--- src/rtl/press_counter_pkg.sv ---
// Shared types and helpers for the press event counter.
package press_counter_pkg;

    localparam int unsigned DIGITS = 4;
    localparam int unsigned BCD_W  = 4 * DIGITS;

    typedef enum logic [1:0] {
        RELEASE,
        IDLE,
        EDGE,
        PRESSED
    } state_e;

    // Decimal increment across all digits; MSB of the result is the carry out of the top digit.
    function automatic logic [BCD_W:0] bcd_inc(input logic [BCD_W-1:0] v);
        logic [BCD_W-1:0] r;
        logic [3:0]       d;
        logic             c;
        r = v;
        c = 1'b1;
        for (int unsigned i = 0; i < DIGITS; i++) begin
            d = v[i*4 +: 4];
            if (c) begin
                if (d == 4'd9) begin
                    d = 4'd0;
                    c = 1'b1;
                end else begin
                    d = d + 4'd1;
                    c = 1'b0;
                end
            end
            r[i*4 +: 4] = d;
        end
        return {c, r};
    endfunction

endpackage

--- src/rtl/press_event_counter_if.sv ---
// Button level in, press events and BCD count out.
interface press_event_counter_if;
    import press_counter_pkg::*;

    logic             db;
    logic             press_tick;
    logic             long_press;
    logic [BCD_W-1:0] count_bcd;
    logic             overflow;

    modport master (
        output db,
        input  press_tick,
        input  long_press,
        input  count_bcd,
        input  overflow
    );

    modport slave (
        input  db,
        output press_tick,
        output long_press,
        output count_bcd,
        output overflow
    );

endinterface

--- src/rtl/mod_m_counter.sv ---
// Free-running modulo-M counter; max_tick is high for one cycle every M cycles.
module mod_m_counter #(
    parameter int unsigned M = 10
) (
    input  logic clk,
    input  logic reset,
    output logic max_tick
);

    localparam int unsigned W    = (M > 1) ? $clog2(M) : 1;
    localparam logic [W-1:0] LAST = W'(M - 1);

    logic [W-1:0] r_q;
    logic [W-1:0] r_d;

    // Next count: wrap to zero after the last value.
    always_comb begin
        r_d = (r_q == LAST) ? '0 : r_q + W'(1);
    end

    // Count register.
    always_ff @(posedge clk or posedge reset) begin
        if (reset) begin
            r_q <= '0;
        end else begin
            r_q <= r_d;
        end
    end

    assign max_tick = (r_q == LAST);

endmodule

--- src/rtl/press_event_counter.sv ---
// Counts short button presses in BCD; a long hold clears the count.
module press_event_counter
    import press_counter_pkg::*;
#(
    parameter int unsigned TICK_M     = 1_000_000,
    parameter int unsigned HOLD_TICKS = 200
) (
    input logic                  clk,
    input logic                  reset_n,
    press_event_counter_if.slave bus
);

    localparam int unsigned  HW        = (HOLD_TICKS > 1) ? $clog2(HOLD_TICKS) : 1;
    localparam logic [HW-1:0] HOLD_LAST = HW'(HOLD_TICKS - 1);

    state_e           state_q, state_d;
    logic [HW-1:0]    hold_q, hold_d;
    logic [BCD_W-1:0] count_q, count_d;
    logic             ovf_q, ovf_d;
    logic             press_tick_q, press_tick_d;
    logic             long_q, long_d;
    logic [BCD_W:0]   inc;
    logic             m_tick;
    logic             tb_reset;

    assign tb_reset = ~reset_n;

    mod_m_counter #(
        .M(TICK_M)
    ) u_time_base (
        .clk      (clk),
        .reset    (tb_reset),
        .max_tick (m_tick)
    );

    assign inc = bcd_inc(count_q);

    // Next-state and output decode; press_tick is registered so it is high exactly while in EDGE.
    always_comb begin
        state_d      = state_q;
        hold_d       = hold_q;
        count_d      = count_q;
        ovf_d        = ovf_q;
        press_tick_d = 1'b0;
        long_d       = 1'b0;
        unique case (state_q)
            RELEASE: begin
                if (!bus.db) state_d = IDLE;
            end
            IDLE: begin
                if (bus.db) begin
                    state_d      = EDGE;
                    press_tick_d = 1'b1;
                end
            end
            EDGE: begin
                hold_d  = '0;
                count_d = inc[BCD_W-1:0];
                if (inc[BCD_W]) ovf_d = 1'b1;
                state_d = bus.db ? PRESSED : IDLE;
            end
            PRESSED: begin
                if (!bus.db) begin
                    state_d = IDLE;
                end else if (m_tick) begin
                    if (hold_q == HOLD_LAST) begin
                        state_d = RELEASE;
                        long_d  = 1'b1;
                        count_d = '0;
                        ovf_d   = 1'b0;
                    end else begin
                        hold_d = hold_q + HW'(1);
                    end
                end
            end
            default: state_d = RELEASE;
        endcase
    end

    // State, count and output registers.
    always_ff @(posedge clk or negedge reset_n) begin
        if (!reset_n) begin
            state_q      <= RELEASE;
            hold_q       <= '0;
            count_q      <= '0;
            ovf_q        <= 1'b0;
            press_tick_q <= 1'b0;
            long_q       <= 1'b0;
        end else begin
            state_q      <= state_d;
            hold_q       <= hold_d;
            count_q      <= count_d;
            ovf_q        <= ovf_d;
            press_tick_q <= press_tick_d;
            long_q       <= long_d;
        end
    end

    assign bus.press_tick = press_tick_q;
    assign bus.long_press = long_q;
    assign bus.count_bcd  = count_q;
    assign bus.overflow   = ovf_q;

endmodule
--- src/flat_wrapper.sv ---
// flat-port wrapper written by rule: the top's interface ports become plain ports
module press_event_counter_flat import press_counter_pkg::*;
#(
    parameter int unsigned TICK_M     = 1_000_000,
    parameter int unsigned HOLD_TICKS = 200
)
  (clk, reset_n, bus_db, bus_press_tick, bus_long_press, bus_count_bcd, bus_overflow);
  press_event_counter_if bus_i ();
  input logic clk;
  input logic reset_n;
  input wire logic [$bits(bus_i.db)-1:0] bus_db;
  output wire logic [$bits(bus_i.press_tick)-1:0] bus_press_tick;
  output wire logic [$bits(bus_i.long_press)-1:0] bus_long_press;
  output wire logic [$bits(bus_i.count_bcd)-1:0] bus_count_bcd;
  output wire logic [$bits(bus_i.overflow)-1:0] bus_overflow;
  assign bus_i.db = bus_db;
  assign bus_press_tick = bus_i.press_tick;
  assign bus_long_press = bus_i.long_press;
  assign bus_count_bcd = bus_i.count_bcd;
  assign bus_overflow = bus_i.overflow;
  press_event_counter #(.TICK_M(TICK_M), .HOLD_TICKS(HOLD_TICKS)) u_core (.clk(clk), .reset_n(reset_n), .bus(bus_i));
endmodule
--- config.mk ---
export PLATFORM = sky130hd
export DESIGN_NAME = press_event_counter_flat
export DESIGN_NICKNAME = d
export VERILOG_FILES = /design/src/rtl/press_counter_pkg.sv /design/src/rtl/press_event_counter_if.sv /design/src/rtl/mod_m_counter.sv /design/src/rtl/press_event_counter.sv /design/src/flat_wrapper.sv
export SDC_FILE = /design/constraint.sdc
export NUM_CORES = 1
export LEC_CHECK = 0
export ABC_AREA = 1
export CAP_MARGIN = 15
export CORE_UTILIZATION = 60
export CTS_BUF_LIST = sky130_fd_sc_hd__clkbuf_4
export DETAILED_ROUTE_END_ITERATION = 6
export PLACE_DENSITY_LB_ADDON = 0.15
export SLEW_MARGIN = 20
export SYNTH_ARGS = -nofsm -noshare
export SYNTH_HDL_FRONTEND = slang
export SYNTH_SLANG_ARGS = --single-unit
--- constraint.sdc ---
create_clock -name clk -period 2.2 [get_ports clk]
set_clock_uncertainty 0.1 [all_clocks]
set_input_delay 0.44 -clock clk [delete_from_list [all_inputs] [get_ports clk]]
set_output_delay 0.44 -clock clk [all_outputs]
set_load 0.1 [all_outputs]
After elaboration in Yosys (flattened, before gate mapping)
Cells that the tools add are included.

Flip-flop bits (word level): 49. Bits of input ports: 3. Logic and storage cells: 87. Output and inout port bits: 19.

Muxes and demuxes: 41. $add $sub $neg: 6. Reductions and logical operators: 9. Equality and inequality tests: 21.

Operators by type and width (number): 16-bit 2-to-1 mux (3); 16-bit case mux with 2 select lines (1); 4-bit 2-to-1 mux (7); 8-bit 2-to-1 mux (3); 20-bit by 1-bit adder with 20-bit output, second input constant (1); 20-bit == test, second input constant (1); 20-bit 2-to-1 mux (1); 5-bit AND reduction (4); 1-bit 2-to-1 mux (17); 4-bit by 1-bit adder with 4-bit output, second input constant (4); 4-bit == test, second input constant (4); 8-bit case mux with 2 select lines (1); 2-bit 2-to-1 mux (6); 2-bit by 1-bit != test with 1-bit output, second input constant (6); 4-bit AND reduction (3); 8-bit by 1-bit adder with 8-bit output, second input constant (1); 8-bit == test, second input constant (1); 2-bit != test, second input constant (4); 2-bit case mux with 4 select lines (1); 3-bit by 2-bit != test with 1-bit output, second input constant (2); 2-bit == test, second input constant (2); 2-bit by 1-bit == test with 1-bit output, second input constant (1); 2-bit zero test (1); 1-bit case mux with 2 select lines (1); 2-bit nonzero test (1).

Longest topological paths before layout
Gate-level depths: netlist (run 1).

Depth in word-level cells: 7. Mapped depth: 10. Depth with buffers taken out: 10.

By module
From an unflattened synthesis (run 1), not the netlist that was laid out.

Cells, all modules: 397. Area, all modules: 2982.9 um^2.

By module, submodules not included: press_event_counter (seq. area each 725.7 um^2, area an instance 1774.2 um^2, cells an instance 234, times used 1); mod_m_counter (seq. area each 500.5 um^2, area an instance 1208.7 um^2, cells an instance 163, times used 1).

Least setup slack after synthesis (run 1)
OpenSTA, ideal clock, no wires.

Path kind: register to register. From: reg u_core.count_q[4] (netlist: u_core.bus.count_bcd[4]). To: reg u_core.count_q[10] (netlist: u_core.bus.count_bcd[10]). Cell stages (with the launch flop): 9. Data arrival time: 2.023 ns. Path buffers: 0. Setup time: 0.123 ns. Slack: -0.045 ns. Data required time: 1.977 ns. Cell sequence: dfrtp_1 > ha_1 > nand2_1 > nor2_1 > inv_1 > o21ai_4 > nand3_2 > nand2_1 > nand2_1.

Cells in the longest elaborated chain, start to end: 5.

RTL lines: start: declaration (RTL line press_event_counter.sv:18) `logic [BCD_W-1:0] count_q, count_d;`; start signal: assignment (RTL line press_event_counter.sv:92) `count_q <= count_d;`; 4-bit == test (RTL line press_counter_pkg.sv:24) `if (d == 4'd9) begin`; 1-bit 2-to-1 mux (RTL line press_counter_pkg.sv:24); 1-bit 2-to-1 mux (RTL line press_counter_pkg.sv:23) `if (c) begin`; 2-bit by 1-bit != test with 1-bit output (no line); 5-bit AND reduction (no line).

No other way between the ends. A chain may end at the register's enable or synchronous reset.

Worst setup path in the final report (run 1)
From: reg u_core.u_time_base.r_q[0]. To: reg u_core.u_time_base.r_q[18].

Cells in the longest elaborated chain, start to end: 2. Elaborated cells between the ends (all ways): 3. Classes of those cells: add/sub (1); eq/ne (1); mux (1).

RTL lines: start: declaration (RTL line mod_m_counter.sv:13) `logic [W-1:0] r_q;`; start signal: assignment (RTL line mod_m_counter.sv:26) `r_q <= r_d;`; 20-bit by 1-bit adder with 20-bit output or 20-bit == test (tied branches) (RTL line mod_m_counter.sv:18) `r_d = (r_q == LAST) ? '0 : r_q + W'(1);`; 20-bit 2-to-1 mux * (RTL line mod_m_counter.sv:18); net u_core.u_time_base.r_d[18] (RTL line mod_m_counter.sv:14) `logic [W-1:0] r_d;`.

Mark *: on every way through the listed nets, which the timed path passes. The rest lies on a longest branch.

==> results of run 1 <==
-- worst max-delay path, cell delays in order, from the launching register on --
cell and delay (ps):
dfrtp_1 400, ha_1 230, nand2_1 80, nor2_2 200, nand2_1 160, nor2_2 170, and3_1 220, nand2_1 60
nand2_1 50, nor2_1 40
-- metal layers --
metal / GRT usage, % / vias to the layer above / wire (microns)
met5: 0 / - / 0
met4: 8.50 / 0 / 61
met3: 3.04 / 6 / 293
met2: 40.0 / 70 / 2780
met1: 38.4 / 1234 / 3060
li1: - / 1346 / -
-- final cells by class --
type,count,share of cell area (%)
multi-input combinational,292,45.9
sequential,49,36.7
timing repair buffer,26,6.28
inverter,54,6.06
tap,67,2.50
clock inverter,3,1.38
clock buffer,5,1.12
-- through the flow --
step                      worst slack [ps]  cells
final                                  397    496
after global routing                   259    496
after CTS                              407    496
after detailed placement               174    487
after global placement                 212    487
after floorplan                       33.1    400
-- worst min-delay path by stage --
| stage | end | cells after the start |
|---|---|---|
| CTS | u_core.u_time_base.r_q[18] | 2 |
| global route | u_core.u_time_base.r_q[18] | 2 |
| floorplan | u_core.bus.count_bcd[0] | 0 |
| detailed placement | u_core.u_time_base.r_q[14] | 1 |
| global placement | u_core.u_time_base.r_q[14] | 1 |
| finish | u_core.u_time_base.r_q[18] | 2 |
-- cells by family (layout without fill, tap and decap cells) --
family	after synthesis	in the layout	share of synthesized area [%]
and+or+nand+nor	253	253	39.5
adders and majority gates	10	10	4.14
AOI/OAI and AO/OA	17	17	3.77
buffers and inverters	59	88	8.49
xor gates and xnor gates	12	12	3.48
DFF	49	49	40.6
-- power groups by stage --
stage	combinational [mW]	clock (mW)	sequential, mW
6_report	1.34	0.549	1.21
5_1_grt	1.41	0.587	1.24
4_1_cts	1.34	0.555	1.21
3_5_place_dp	1.34	0	1.22
3_3_place_gp	1.32	0	1.22
2_1_floorplan	0.353	0	1.91
-- sequential cells by signal, summed over array words and instances, names as in the netlist --
register                count
u_core.u_time_base.r_q     20
u_core.bus.count_bcd       16
u_core.hold_q               8
u_core.state_q              2
u_core.bus.long_press       1
u_core.bus.overflow         1
u_core.bus.press_tick       1
-- cells in the final DEF, fill, tap and decap left out, types with 2 or more instances in the layout --
cell	netlist	layout
a21oi_1	5	5
buf_4	1	22
clkbuf_4	0	5
dfrtp_1	49	47
dfrtp_2	0	2
ha_1	10	10
inv_1	50	50
inv_2	3	3
nand2_1	112	112
nand2_2	4	4
nand3_1	22	22
nand3_2	4	4
nand3_4	2	2
nand4_1	29	29
nor2_1	53	53
nor2_2	5	5
nor2_4	2	2
nor3_1	13	13
o21ai_0	4	4
o21ai_1	4	4
or2_2	2	2
xnor2_1	6	6
xor2_1	6	6
==> results by group, run 1 <==
Status
  • Status: finished clean

Timing
  • Achievable frequency: 0.555 GHz
  • Total negative slack: 0 ps
  • Final slew viol count: 0
  • Unrepaired setup endpoints after global routing: no
  • Fin. Hold Viols: 0
  • Fin crit share: 82.0%
  • Actual slew at the worst max-slew pin: 380 ps
  • Hold slack: 373 ps
  • Period minus WS final: 1800 ps
  • Slew headroom: 74.6%
  • Final setup violation count: 0

Synthesis
  • Post-Synthesis Net Count: ~410
  • Synth top area cells: dfrtp_1 41%, nand2_1 14%, nor2_1 6.6%
  • Post-synth top flop: dfrtp_1
  • Yosys top cell area share: about two fifths
  • Top-count cell post-synth: nand2_1
  • Synth top cells by count: 112 x nand2_1, 53 x nor2_1, 50 x inv_1
  • Seq/Total Area, Yosys: 40.6%
  • YS warnings: 0
  • Mapped Area: 0.00302 sq mm
  • Distinct cell type count after synthesis: 34
  • Mapped Cells: 400
  • Largest area contributor in the netlist: dfrtp_1
  • Yosys reg bits: slightly below 50
  • Post-synth EDFFs: 0
  • Avg Synthesized Cell Area: between 7 and 8 sq um
  • Ys async rst share: 100%

Floorplanning
  • Die Y: 73.0 microns
  • Chip Width: 73.0 microns
  • Die ar.: 0.00532 sq mm
  • Core area: 0.00479 sq mm
  • I/O pins: 22
  • Core Rows: 25
  • Starting density of the core: between 60% and 70%

Drt
  • Remaining antenna violation count: 0
  • Drt initial violations: 217
  • Vias: 2656
  • Residual DRC count: 0
  • Wire per inst: between 10 and 15 microns
  • First-pass DRT Iterations: 5
  • Via density: 5.35
  • WL final: 6190 microns

Power and ir drop
  • Pwr/cell area: 925 mW/mm^2
  • Clock power share: 17.7%
  • Peak VDD IR: 0.000940 V
  • Sw frac: approximately 50%
  • Logic gate share of total power: 43.3%
  • Net Sw Power: roughly 1.5 mW
  • Register share of total power: around two fifths
  • Leakage: 1.71 nW
  • Total Power: slightly above 3 mW
  • Int Pwr: around 1.6 mW

Clock network
  • CTS Buf Count: 5
  • CTS Hold Bufs: 1
  • Total setup buffers inserted after CTS: 0
  • Root buf cell: clkbuf_4
  • CTS Buffer Depth: 2
  • CTS tree: done
  • CTS resizes: 0
  • Worst skew pair latency: 380 ps
  • CTS H-tree depth: 2
  • Clock sink count: between 40 and 50
  • Clk slew on worst S/H paths: 150 ps

Global route
  • Grt ovf: 0
  • Pin count of the biggest net entering global routing: 28
  • Total GRT Usage: 26.0%
  • Number of global-route vias before repair: 2349
  • Initial antenna violation count: 0
  • First-pass GRT wire length: between 10000 and 15000 microns

Final layout
  • Share of cells above drive strength 1: around 14%
  • # diodes: 0
  • Final core occ: a little over two thirds
  • FILL cells: 421
  • P&R area growth vs syn: 10.8%
  • Register area: 0.00123 sq mm
  • Area of the multi-input gates: around 0.0015 sq mm
  • Fin nets: ~440
  • Post-route cell area: 0.00335 sq mm

Placed design
  • DP HPWL: 4580 microns
  • Gp weighted congestion: 0.844
  • Post-DP Area: 0.00325 sq mm
  • Port Buffers: 21

Critical path
  • CP max FO: 4
  • FF-to-FF End: u_core.u_time_base.r_q[18]
  • Reg2reg setup slack: approximately 400 ps
  • Critical path required time: approximately 2400 ps
  • Depth of the most critical reg-to-reg path: 9
  • Crit path kind: reg -> reg
  • CP Capture Point: u_core.u_time_base.r_q[18]
  • Critical path arrival: ~2000 ps
  • Type of element launching the critical path: flip-flop
  • RR Startpoint: u_core.u_time_base.r_q[0]
  • Crit. End Element: flip-flop
  • Worst setup path startpoint: u_core.u_time_base.r_q[0]

Min path
  • HP Class: in -> async

Job
  • MaxCap Viol Count: 0
No activity file was read; power rests on OpenSTA's default activity.
==> run 2: changes to the inputs <==
--- a/config.mk
+++ b/config.mk
@@ -7,7 +7,7 @@
 export LEC_CHECK = 0
 export ABC_AREA = 1
 export CAP_MARGIN = 15
-export CORE_UTILIZATION = 60
+export CORE_UTILIZATION = 55
 export CTS_BUF_LIST = sky130_fd_sc_hd__clkbuf_4
 export DETAILED_ROUTE_END_ITERATION = 6
 export PLACE_DENSITY_LB_ADDON = 0.15
==> constraint.sdc (replaced) <==
create_clock -name clk -period 1.55 [get_ports clk]
set_clock_uncertainty 0.1 [all_clocks]
set_input_delay 0.31 -clock clk [delete_from_list [all_inputs] [get_ports clk]]
set_output_delay 0.31 -clock clk [all_outputs]
set_load 0.1 [all_outputs]
==> results by group, run 2 (synthesis results as in run 1) <==
Status
  • Status: finished, violations left
  • Failing checks: negative setup slack

Critical path
  • Crit-path max cell delay: 500 ps (+100 ps)
  • Critical Path, Cell by Cell: inv_1 -> ha_1 -> nand2_2 -> nor2_4 -> nand3_4 -> nand2_4 -> nand3_2 -> nand2_1 -> nand2_1
  • Critical path required time: 1720 ps (-670 ps)
  • Critical path arrival: 1950 ps (-50 ps)
  • Critical path's slowest cell: dfrtp_4
  • Crit path kind: reg -> reg
  • Crit path top cell by count: nand2_1
  • CP max FO: 5 (+1)
  • Crit. End Element: flip-flop
  • Type of element launching the critical path: flip-flop

Power and ir drop
  • Peak VDD IR: 0.00171 V (+82%)
  • Int Pwr: 3.17 mW (+100%)
  • Sw frac: 45.1% (-4.3 points)
  • Register share of total power: 30.9% (-8.1 points)
  • Logic gate share of total power: 55.5% (+12 points)
  • Net Sw Power: 2.61 mW (+71%)
  • Clock power share: 13.5% (-4.2 points)
  • Leakage: 2.20 nW (+29%)
  • Pwr/cell area: 1250 mW/mm^2 (+35%)

Min path
  • HP Class: in -> async

Clock network
  • Worst skew pair latency: 380 ps (about the same)
  • CTS Buffer Depth: 2 (unchanged)
  • Clock sink count: 49 (unchanged)
  • CTS tree: done
  • CTS H-tree depth: 2 (unchanged)
  • Root buf cell: clkbuf_4
  • Clk slew on worst S/H paths: 150 ps (about the same)
  • CTS Buf Count: 5 (unchanged)

Final layout
  • Most frequent cells in the layout: 87 x nand2_1, 63 x buf_4, 42 x inv_1
  • Post-route cell area: 0.00463 sq mm (+38%)
  • FILL cells: 217 (-48%)
  • Register with the most flip-flops: u_core.u_time_base.r_q
  • # diodes: 0 (unchanged)
  • Share of cells above drive strength 1: 43.5% (+29 points)
  • Most common cell after layout, fill and taps aside: nand2_1
  • Fin nets: 518 (+17%)
  • Max FFs per register: 20 (unchanged)
  • P&R area growth vs syn: 53.4%

Floorplanning
  • Die Y: 76.1 microns (+4.3%)
  • Chip Width: 76.1 microns (+4.3%)
  • Die ar.: 0.00579 sq mm (+8.8%)
  • Starting density of the core: 58.0% (-5.1 points)
  • Core area: 0.00520 sq mm (+8.8%)
  • I/O pins: 22 (unchanged)
  • Core Rows: 26 (+4.0%)

Timing
  • Final setup margin: -227 ps (-624 ps)
  • Final slew viol count: 0 (unchanged)
  • Hold slack: 315 ps (-57.5 ps)
  • Fin crit share: 115% (+33 points)
  • Unrepaired setup endpoints after global routing: yes
  • Period minus WS final: 1780 ps (-25.9 ps)
  • Final setup violation count: 50 (+50)
  • Slew headroom: 75.4% (+0.89 points)
  • Fin. Hold Viols: 0 (unchanged)
  • Achievable frequency: 0.563 GHz (+1.5%)
  • Actual slew at the worst max-slew pin: 367 ps (-13.3 ps)
  • Total negative slack: -5660 ps (-5660 ps)

Global route
  • First-pass GRT wire length: 13200 microns (+23%)
  • Pin count of the biggest net entering global routing: 50 (+79%)
  • Grt ovf: 0 (unchanged)
  • Total GRT Usage: 28.4% (+2.4 points)
  • Initial antenna violation count: 0 (unchanged)
  • Number of global-route vias before repair: 2869 (+22%)

Drt
  • First-pass DRT Iterations: 5 (unchanged)
  • Residual DRC count: 0 (unchanged)
  • Wire per inst: 18.2 microns (+46%)
  • WL met1: 4000 microns (+31%)
  • Vias: 3409 (+28%)
  • Met2 WL: 5170 microns (+86%)
  • Remaining antenna violation count: 0 (unchanged)
  • WL final: 10500 microns (+69%)
  • Max layer used: met4
  • Met3 Wirelength: 754 microns (+160%)
  • Drt initial violations: 405 (+87%)
  • Via density: 5.92 (+11%)

Placed design
  • DP HPWL: 5230 microns (+14%)
  • Post-DP Area: 0.00390 sq mm (+20%)
  • Port Buffers: 21 (unchanged)
  • Gp weighted congestion: 0.915 (+8.3%)

Job
  • MaxCap Viol Count: 0 (unchanged)
run 2: cell types whose count changed in the layout (fill, tap and decap cells not counted), sizes merged:
cell      previous run  this run
buf                 24        99
clkbuf               5         6
clkinv               2         1
clkinvlp             1         0
inv                 53        54
nand2              118       119
o21a                 1         2
run 2: cell type report:
| cell class | instances | area (sq um) | area share [%] |
|---|---|---|---|
| sequential | 49 | 1270 | 27.4 |
| multi-input combinational | 294 | 1920 | 41.5 |
| timing repair buffer | 101 | 1070 | 23.0 |
| clock inverter | 2 | 33.8 | 0.729 |
| tap | 70 | 87.6 | 1.89 |
| clock buffer | 6 | 45.0 | 0.972 |
| inverter | 54 | 208 | 4.48 |
run 2: repair_timing:
item                                    4_1_cts  5_1_grt
buffers inserted                             13       21
pin swaps                                    10       24
endpoints found under the setup margin       33       53
gates cloned                                  2        0
hold buffers                                  1        0
gates resized for setup                      22       81
hold endpoints to repair                     49        0
run 2: path summary, 6_finish.rpt:
check	from	to	slack, ps	depth (start not counted)
setup reg to reg	u_core.bus.count_bcd[9]	u_core.bus.count_bcd[13]	-230	9
setup / recovery	u_core.bus.count_bcd[9]	u_core.bus.count_bcd[13]	-230	9
hold / removal	reset_n	u_core.u_time_base.r_q[15]	320	3
hold reg to reg	u_core.u_time_base.r_q[14]	u_core.u_time_base.r_q[14]	460	2
max in group asynchronous	reset_n	u_core.bus.count_bcd[1]	760	3
min in group clk	u_core.u_time_base.r_q[14]	u_core.u_time_base.r_q[14]	460	2
run 2: layer usage:
layer | vias up | GRT usage, %
met2 | 225 | 47.3
met3 | 68 | 5.39
met5 | - | 0
met1 | 1623 | 37.0
met4 | 0 | 10.6
li1 | 1493 | -
run 2: worst max-delay path, delay by kind of cell, from the launching register on:
family                     cells  cell delay (ps)
DFF                            1              500
adders and majority gates      1              180
and+or+nand+nor                7              800
buffers and inverters          1              100
run 2: power by group through the flow:
stage / Sequential, mW / Combinational, mW / Clock [mW]
after floorplan: 2.83 / 0.537 / 0
final: 1.79 / 3.21 / 0.784
after CTS: 1.75 / 2.97 / 0.775
after global routing: 1.81 / 3.36 / 0.852
after global placement: 1.75 / 2.64 / 0
after detailed placement: 1.76 / 2.69 / 0
run 2: metrics by stage:
stage,instances,power [mW],worst slack [ps],util (%)
3_3_place_gp,532,4.39,-258,74.9
4_1_cts,556,5.49,-101,80.5
5_1_grt,576,6.02,-287,89.0
2_1_floorplan,400,3.36,-188,-
3_5_place_dp,532,4.45,-356,74.9
6_report,576,5.78,-227,89.0
==> run 3: changes to the inputs <==
--- a/config.mk
+++ b/config.mk
@@ -7,8 +7,9 @@
 export LEC_CHECK = 0
 export ABC_AREA = 1
 export CAP_MARGIN = 15
-export CORE_UTILIZATION = 55
+export CORE_UTILIZATION = 40
 export CTS_BUF_LIST = sky130_fd_sc_hd__clkbuf_4
+export CTS_CLUSTER_DIAMETER = 80
 export DETAILED_ROUTE_END_ITERATION = 6
 export PLACE_DENSITY_LB_ADDON = 0.15
 export SLEW_MARGIN = 20
==> results by group, run 3 (synthesis results as in run 1) <==
Clock network
  • Clk slew on worst S/H paths: 150 ps (about the same)
  • CTS tree: done
  • Clock sink count: 49 (unchanged)
  • CTS Buf Count: 5 (unchanged)
  • Worst skew pair latency: 370 ps (about the same)
  • CTS H-tree depth: 2 (unchanged)
  • CTS Buffer Depth: 2 (unchanged)
  • Root buf cell: clkbuf_4

Timing
  • Final setup violation count: 28 (-44%)
  • Actual slew at the worst max-slew pin: 406 ps (+39.2 ps)
  • Hold slack: 268 ps (-47.0 ps)
  • Slew headroom: 72.9% (-2.5 points)
  • Total negative slack: -696 ps (+4960 ps)
  • Period minus WS final: 1610 ps (-170 ps)
  • Fin. Hold Viols: 0 (unchanged)
  • Fin crit share: 104% (-11 points)
  • Final setup margin: -56.9 ps (+170 ps)
  • Unrepaired setup endpoints after global routing: yes
  • Achievable frequency: 0.622 GHz (+11%)
  • Final slew viol count: 0 (unchanged)

Power and ir drop
  • Peak VDD IR: 0.00148 V (-13%)
  • Pwr/cell area: 1200 mW/mm^2 (-3.6%)
  • Leakage: 2.17 nW (-1.6%)

Critical path
  • FF-to-FF End: u_core.bus.count_bcd[12]
  • Reg2reg setup slack: -50 ps (+180 ps)
  • CP Capture Point: bus_count_bcd[0]
  • Depth of the most critical reg-to-reg path: 9 (unchanged)
  • Crit. End Element: output port
  • RR Startpoint: u_core.hold_q[1]
  • Crit path kind: reg -> out
  • Critical path arrival: 1200 ps (-750 ps)
  • Type of element launching the critical path: flip-flop
  • Critical path required time: 1140 ps (-580 ps)
  • Worst setup path startpoint: u_core.bus.count_bcd[0]
  • CP max FO: 5 (unchanged)

Placed design
  • Gp weighted congestion: 0.847 (-7.4%)
  • Dpl cells: 573 (+7.7%)
  • Port Buffers: 21 (unchanged)
  • Post-DP Area: 0.00403 sq mm (+3.2%)
  • DP HPWL: 5280 microns (+0.97%)

Floorplanning
  • Core area: 0.00729 sq mm (+40%)
  • Chip Width: 88.9 microns (+17%)
  • Core Rows: 31 (+19%)
  • Die Y: 88.9 microns (+17%)
  • Die ar.: 0.00790 sq mm (+36%)
  • I/O pins: 22 (unchanged)
  • Starting density of the core: 41.4% (-17 points)

Status
  • Status: finished, violations left
  • Failing checks: negative setup slack

Drt
  • Wire per inst: 12.7 microns (-30%)
  • Vias: 2922 (-14%)
  • First-pass DRT Iterations: 4 (-1)
  • WL final: 7670 microns (-27%)
  • Residual DRC count: 0 (unchanged)
  • Via density: 4.85 (-18%)
  • Remaining antenna violation count: 0 (unchanged)
  • Drt initial violations: 131 (-68%)

Global route
  • Number of global-route vias before repair: 2734 (-4.7%)
  • Total GRT Usage: 20.7% (-7.8 points)
  • Grt ovf: 0 (unchanged)
  • Pin count of the biggest net entering global routing: 25 (-50%)
  • Initial antenna violation count: 0 (unchanged)
  • First-pass GRT wire length: 12700 microns (-3.8%)

Final layout
  • Fin nets: 516 (-0.39%)
  • Post-route cell area: 0.00455 sq mm (-1.7%)
  • Share of cells above drive strength 1: 40.1% (-3.4 points)
  • Final core occ: 62.4% (-27 points)
  • Final Non-Filler Cells: 603 (+4.7%)
  • Most common cell after layout, fill and taps aside: nand2_1
  • Max FFs per register: 20 (unchanged)
  • P&R area growth vs syn: 50.7%
  • Register with the most flip-flops: u_core.u_time_base.r_q
  • Most frequent cells in the layout: 93 x nand2_1, 61 x buf_4, 42 x inv_1
  • # diodes: 0 (unchanged)

Min path
  • HP Class: in -> async

Job
  • MaxCap Viol Count: 0 (unchanged)
[run 3: final cells by class]
class / instances / area (sq um)
clock buffers: 5 / 37.5
repair buffers: 98 / 1040
well taps: 99 / 124
multi-input cells: 295 / 1840
inverters: 54 / 206
clock inverters: 3 / 41.3
fillers: 646 / 2740
flip-flops and latches: 49 / 1270
[run 3: through the flow]
step | power (mW) | worst slack (ps)
floorplan | 3.36 | -188
global placement | 4.43 | -260
detailed placement | 4.45 | -277
CTS | 5.42 | -78.6
global route | 5.75 | -137
finish | 5.48 | -56.9
[run 3: worst min-delay path by stage]
| stage | startpoint | end | slack, ps | depth (start not counted) |
|---|---|---|---|---|
| 2_1_floorplan | reset_n | u_core.bus.count_bcd[10] | -90 | 0 |
| 3_3_place_gp | reset_n | u_core.u_time_base.r_q[10] | 160 | 1 |
| 3_5_place_dp | reset_n | u_core.u_time_base.r_q[10] | 160 | 1 |
| 4_1_cts | reset_n | u_core.u_time_base.r_q[10] | 260 | 2 |
| 5_1_grt | reset_n | u_core.u_time_base.r_q[10] | 320 | 2 |
| 6_report | reset_n | u_core.u_time_base.r_q[10] | 270 | 2 |
[run 3: timing repair]
| item | in CTS | in global routing |
|---|---|---|
| hold buffers | 1 | 0 |
| endpoints found under the hold margin | 14 | 0 |
| cloned | 3 | 0 |
| gates resized for setup | 38 | 39 |
| pin swaps | 33 | 17 |
| endpoints found under the setup margin | 34 | 45 |
| setup buffers | 11 | 7 |
[run 3: power by group]
| part | leakage [nW] | switching [mW] | internal (mW) |
|---|---|---|---|
| clock network | 0.0389 | 0.426 | 0.334 |
| logic | 1.51 | 1.76 | 1.20 |
| registers | 0.623 | 0.256 | 1.51 |
| total | 2.17 | 2.44 | 3.04 |
[run 3: metal layers]
metal  wire length, microns  vias up  global-route usage [%]
met5                      0        -                       0
met4                     79        0                    5.28
met3                    270        9                    2.59
met2                   3610       52                    32.8
met1                   3700     1362                    30.0
li1                       -     1499                       -
[run 3: critical path, cell delays in order (launching register included)]
cell and delay [ps]:
dfrtp_4 540, buf_6 140, buf_12 150
